[src/rtl/hilo_unit_ctrl.sv]
// HI/LO sequencer for the execute stage: drives an external fixed-latency multiplier,
// runs an internal radix-2 restoring divider and owns the architectural HI/LO registers.
module hilo_unit_ctrl #(
  parameter int MUL_LATENCY = 6
) (
  input  logic        clk,
  input  logic        rst_n,
  input  logic        op_valid,
  input  logic [2:0]  op_code,
  input  logic [31:0] op_a,
  input  logic [31:0] op_b,
  input  logic        flush,
  output logic        busy,
  output logic [31:0] hi,
  output logic [31:0] lo,
  output logic [31:0] mul_a,
  output logic [31:0] mul_b,
  input  logic [63:0] mul_p
);

  localparam logic [2:0] OP_MULT  = 3'd1;
  localparam logic [2:0] OP_MULTU = 3'd2;
  localparam logic [2:0] OP_DIV   = 3'd3;
  localparam logic [2:0] OP_DIVU  = 3'd4;
  localparam logic [2:0] OP_MTHI  = 3'd5;
  localparam logic [2:0] OP_MTLO  = 3'd6;

  typedef enum logic [1:0] {IDLE, MUL_WAIT, DIV_RUN, DIV_FIX} state_t;

  state_t      state_q, state_d;
  logic [4:0]  cnt_q;
  logic        neg_q, qneg_q, rneg_q;
  logic [31:0] dvd_q, dvs_q;
  logic [32:0] rem_q;

  logic        accept, is_mul, is_div, op_signed, div_zero;
  logic        mul_commit, div_commit;
  logic [32:0] trial, rem_nxt;
  logic        q_bit;

  function automatic logic [31:0] mag32(input logic signed [31:0] v, input logic en);
    logic [31:0] u;
    u = v;
    return (en && u[31]) ? (~u + 32'd1) : u;
  endfunction

  function automatic logic [31:0] neg32(input logic [31:0] v, input logic en);
    return en ? (~v + 32'd1) : v;
  endfunction

  function automatic logic [63:0] neg64(input logic [63:0] v, input logic en);
    return en ? (~v + 64'd1) : v;
  endfunction

  assign accept     = op_valid && !flush && (state_q == IDLE);
  assign is_mul     = (op_code == OP_MULT) || (op_code == OP_MULTU);
  assign is_div     = (op_code == OP_DIV) || (op_code == OP_DIVU);
  assign op_signed  = (op_code == OP_MULT) || (op_code == OP_DIV);
  assign div_zero   = (op_b == 32'd0);
  assign mul_commit = (state_q == MUL_WAIT) && (cnt_q == 5'(MUL_LATENCY)) && !flush;
  assign div_commit = (state_q == DIV_FIX) && !flush;

  // Restoring divider step: remainder stays below the divisor, so 33 bits suffice.
  assign trial   = {rem_q[31:0], dvd_q[31]};
  assign q_bit   = (trial >= {1'b0, dvs_q});
  assign rem_nxt = q_bit ? (trial - {1'b0, dvs_q}) : trial;

  always_comb begin
    state_d = state_q;
    case (state_q)
      IDLE: begin
        if (accept && is_mul)
          state_d = MUL_WAIT;
        else if (accept && is_div && !div_zero)
          state_d = DIV_RUN;
      end
      MUL_WAIT: if (cnt_q == 5'(MUL_LATENCY)) state_d = IDLE;
      DIV_RUN:  if (cnt_q == 5'd31) state_d = DIV_FIX;
      DIV_FIX:  state_d = IDLE;
      default:  state_d = IDLE;
    endcase
    if (flush && (state_q != IDLE))
      state_d = IDLE;
  end

  always_ff @(posedge clk or negedge rst_n) begin
    if (!rst_n) begin
      state_q <= IDLE;
      busy    <= 1'b0;
      cnt_q   <= 5'd0;
      hi      <= 32'd0;
      lo      <= 32'd0;
      mul_a   <= 32'd0;
      mul_b   <= 32'd0;
      neg_q   <= 1'b0;
      qneg_q  <= 1'b0;
      rneg_q  <= 1'b0;
    end else begin
      state_q <= state_d;
      busy    <= (state_d != IDLE);
      if (accept)
        cnt_q <= 5'd0;
      else if ((state_q == MUL_WAIT) || (state_q == DIV_RUN))
        cnt_q <= cnt_q + 5'd1;

      if (accept) begin
        case (op_code)
          OP_MTHI: hi <= op_a;
          OP_MTLO: lo <= op_a;
          OP_MULT, OP_MULTU: begin
            mul_a <= mag32(op_a, op_signed);
            mul_b <= mag32(op_b, op_signed);
            neg_q <= op_signed && (op_a[31] ^ op_b[31]);
          end
          OP_DIV, OP_DIVU: begin
            if (div_zero) begin
              lo <= 32'hFFFF_FFFF;
              hi <= op_a;
            end else begin
              qneg_q <= op_signed && (op_a[31] ^ op_b[31]);
              rneg_q <= op_signed && op_a[31];
            end
          end
          default: ;
        endcase
      end

      if (mul_commit)
        {hi, lo} <= neg64(mul_p, neg_q);
      if (div_commit) begin
        lo <= neg32(dvd_q, qneg_q);
        hi <= neg32(rem_q[31:0], rneg_q);
      end
    end
  end

  // Divider working registers: dividend shifts out MSB-first while quotient bits shift in.
  always_ff @(posedge clk) begin
    if (accept && is_div) begin
      dvd_q <= mag32(op_a, op_signed);
      dvs_q <= mag32(op_b, op_signed);
      rem_q <= 33'd0;
    end else if (state_q == DIV_RUN) begin
      rem_q <= rem_nxt;
      dvd_q <= {dvd_q[30:0], q_bit};
    end
  end

endmodule

[config.mk]
export PLATFORM = sky130hd
export DESIGN_NAME = hilo_unit_ctrl
export DESIGN_NICKNAME = d
export VERILOG_FILES = /design/src/rtl/hilo_unit_ctrl.sv
export SDC_FILE = /design/constraint.sdc
export NUM_CORES = 1
export LEC_CHECK = 0
export BUFFER_PORTS_ARGS = -buffer_cell sky130_fd_sc_hd__buf_2
export CELL_PAD_IN_SITES_DETAIL_PLACEMENT = 1
export CELL_PAD_IN_SITES_GLOBAL_PLACEMENT = 1
export CORE_ASPECT_RATIO = 1.25
export CORE_UTILIZATION = 43
export DETAILED_ROUTE_END_ITERATION = 8
export GPL_TIMING_DRIVEN = 0
export PLACE_DENSITY_LB_ADDON = 0.1
export SYNTH_ARGS = -nofsm -noshare
export SYNTH_HDL_FRONTEND = slang
export SYNTH_SLANG_ARGS = --single-unit
[constraint.sdc]
create_clock -name clk -period 3.99 [get_ports clk]
set_input_delay 0.5985 -clock clk [delete_from_list [all_inputs] [get_ports clk]]
set_output_delay 0.5985 -clock clk [all_outputs]
set_load 0.01 [all_outputs]
==> out/results.txt <==
Global Route Usage Sum: 0.3593
Post-DP HPWL: 54870 microns
count of standard-cell rows: 78
largest net degree at the start of global routing: 72
Remaining DRCs: 0
vias per cell: 6.058
Clk pin slew, worst setup/hold paths: 0.06 ns
Layout area overhead: 18.04%
Max-Cap Viols: 0
DR iter-0 viols: 921
RSZ-0062 raised after global routing: false
first-pass GRT wire length: 103500 microns
total core area: 36600 sq um
Routed Wire Length: 68870 microns
gpl congestion: 0.9968
share of layout cells above drive strength 1: 0.1610
Slew headroom: 0.3256
Post-Synthesis Net Count: 2099
Worst setup EP type: flip-flop
YS warnings: 0
Cells after DPL: 2662
Post-synth EDFFs: 64
Mean Syn Cell Area: 8.407 sq um
top cells by area, synth: dfrtp_1, edfxtp_1, nand2_1, xnor2_1, o21ai_0
Starting Density: 0.4408
routed length per instance: 25.36 microns
Final Hold Fails: 0
asr flop ratio synth: 0.5915
Worst EP arrival: 4.29 ns
initial antenna violation count: 0
Min-Delay Path Class: input pin to asynchronous set/reset pin
Setup Viol. Count Final: 0
# IOs: 264
H-tree Lvls: 1
CTS tree: done
number of diodes: 0
crit share post-route: 0.9529
crit start category: flip-flop
nets@finish: 2394
Sink Count: 235
CTS max path bufs: 3
Post-Syn Area: 16130 sq um
register area share after synthesis: 0.3744
most frequent cells in the layout: nand2_1, buf_2, o21ai_0
most common cell after layout, fill and taps aside: nand2_1
worst hold slack: 0.02890 ns
Primary FF master, synth: dfrtp_1
post-layout min period: 3.802 ns
share of the synthesized area in the top cell type: 0.2156
die width: 175.2 microns
Root Driver: clkbuf_16
outcome: finished, final reports clean
crit path kind: flip-flop to flip-flop
drt first pass iters: 5
Fmax: 263.0 MHz
Synth area leader: dfrtp_1
grt total ovfl: 0
Cells after Synth: 1919
skew final: 0.02855 ns
crit path max fanout: 10
worst skew pair latency: 0.59 ns
Num CTS Buffers: 28
final cell count without fillers: 2716
Worst-Margin Slew: 1.007 ns
Max VDD drop: 0.0004230 V
Yosys reg bits: 235
die height: 218.6 microns
Leakage: 8.059 nW
Post-CTS Setup Bufs: 0
post-layout total power: 12.86 mW
IO Port Bufs: 262
die footprint: 38300 sq um
Power Density: 675.4 nW/um^2
Antenna Nets Post-Route: 0
max-slew violations: 0
unique cell type count in the Yosys netlist: 78
via count: 16450
vias in the first global route: 17040
Worst Path Required: 4.48 ns
## per-layer routing
layer  track usage  vias up  part of all wire
met4        0.2391        0             0.072
met5             0        -                 0
met2        0.6435      658              0.50
met3       0.04819      201             0.056
met1        0.3957     8086              0.37
li1              -     7509                 -
## where the power goes
group / switching (mW) / internal, mW / total [mW]
sequential: 0.882 / 3.45 / 4.33
combinational: 3.66 / 2.26 / 5.92
clock: 1.11 / 1.50 / 2.61
total: 5.65 / 7.21 / 12.9
## synthesized netlist by cell type (12+ instances only)
master / n
nand2_1: 322
o21ai_0: 188
dfrtp_1: 139
nor2_1: 125
xnor2_1: 109
a21oi_1: 103
clkbuf_1: 98
xor2_1: 89
edfxtp_1: 64
inv_1: 59
o31ai_1: 46
ha_1: 44
nor3_1: 43
dfxtp_1: 32
mux2i_1: 31
o41ai_1: 25
o221ai_1: 24
or3_1: 24
a31oi_1: 23
or4_1: 23
nand3_1: 22
a21o_1: 21
nand2b_1: 20
nand4_1: 18
o211ai_1: 15
o22ai_1: 15
or2_2: 15
o21a_1: 14
nor4_1: 12
## critical path, cell delays in order, from the launching register on
cell,delay (ns)
edfxtp_1,0.48
inv_1,0.08
ha_1,0.34
nor2b_1,0.16
o21ai_0,0.34
nand4b_1,0.19
a21oi_1,0.54
o211ai_1,0.25
a31oi_1,0.25
clkbuf_1,0.52
mux2_2,0.40
a21oi_1,0.14
## path summary, 6_finish.rpt
kind | startpoint | slack (ns) | end | depth (start not counted)
min in group clk | op_b[0] | 0.27 | dvs_q[0] | 1
worst max-delay path | dvs_q[1] | 0.19 | rem_q[0] | 11
max in group asynchronous | rst_n | 3.09 | hi[0] | 2
worst max register to register | dvs_q[1] | 0.19 | rem_q[0] | 11
worst min-delay path | rst_n | 0.03 | mul_a[16] | 1
worst min register to register | mul_b[6] | 0.47 | mul_b[6] | 2
## repair_timing
action | in CTS | in global routing
gates cloned | 2 | 0
resized for setup | 4 | 2
hold buffers | 0 | 0
setup endpoints to repair | 46 | 33
## cell type report
| type | count | area [sq um] |
|---|---|---|
| fill | 4499 | 17550 |
| multi-input combinational | 1514 | 9432 |
| sequential | 235 | 6041 |
| timing repair buffer | 263 | 1345 |
| clock buffer | 45 | 867.1 |
| tap | 480 | 600.6 |
| buffer | 111 | 444.2 |
| inverter | 59 | 229.0 |
| clock inverter | 7 | 72.57 |
| timing repair inverter | 2 | 12.51 |
## registers in the layout (all words and copies together) (netlist names)
register and count:
hi 32, busy 1, dvs_q 32, state_q 2, mul_b 32, dvd_q 32, lo 32, rem_q 32
neg_q 1, cnt_q 5, rneg_q 1, qneg_q 1, mul_a 32
## cells by family after synthesis
logic type / count (synthesis) / synth area share
compound gates: 545 / 0.2145
flops: 235 / 0.3744
fa+ha+maj: 45 / 0.03537
simple gates: 691 / 0.2051
buf+inv: 170 / 0.04110
mux: 35 / 0.02203
xor+xnor: 198 / 0.1075
## per-stage QoR
stage	setup TNS, ns	util	area [sq um]	setup WS [ns]
6_report	0	0.5203	19040	0.1877
5_1_grt	0	0.5203	19040	0.004840
4_1_cts	0	0.5202	19040	0.03906
3_5_place_dp	-44.09	0.4940	18080	-1.305
3_3_place_gp	-35.46	0.4931	18040	-1.083
2_1_floorplan	0	-	16130	0.4882
(Power assumes the default switching activity.)
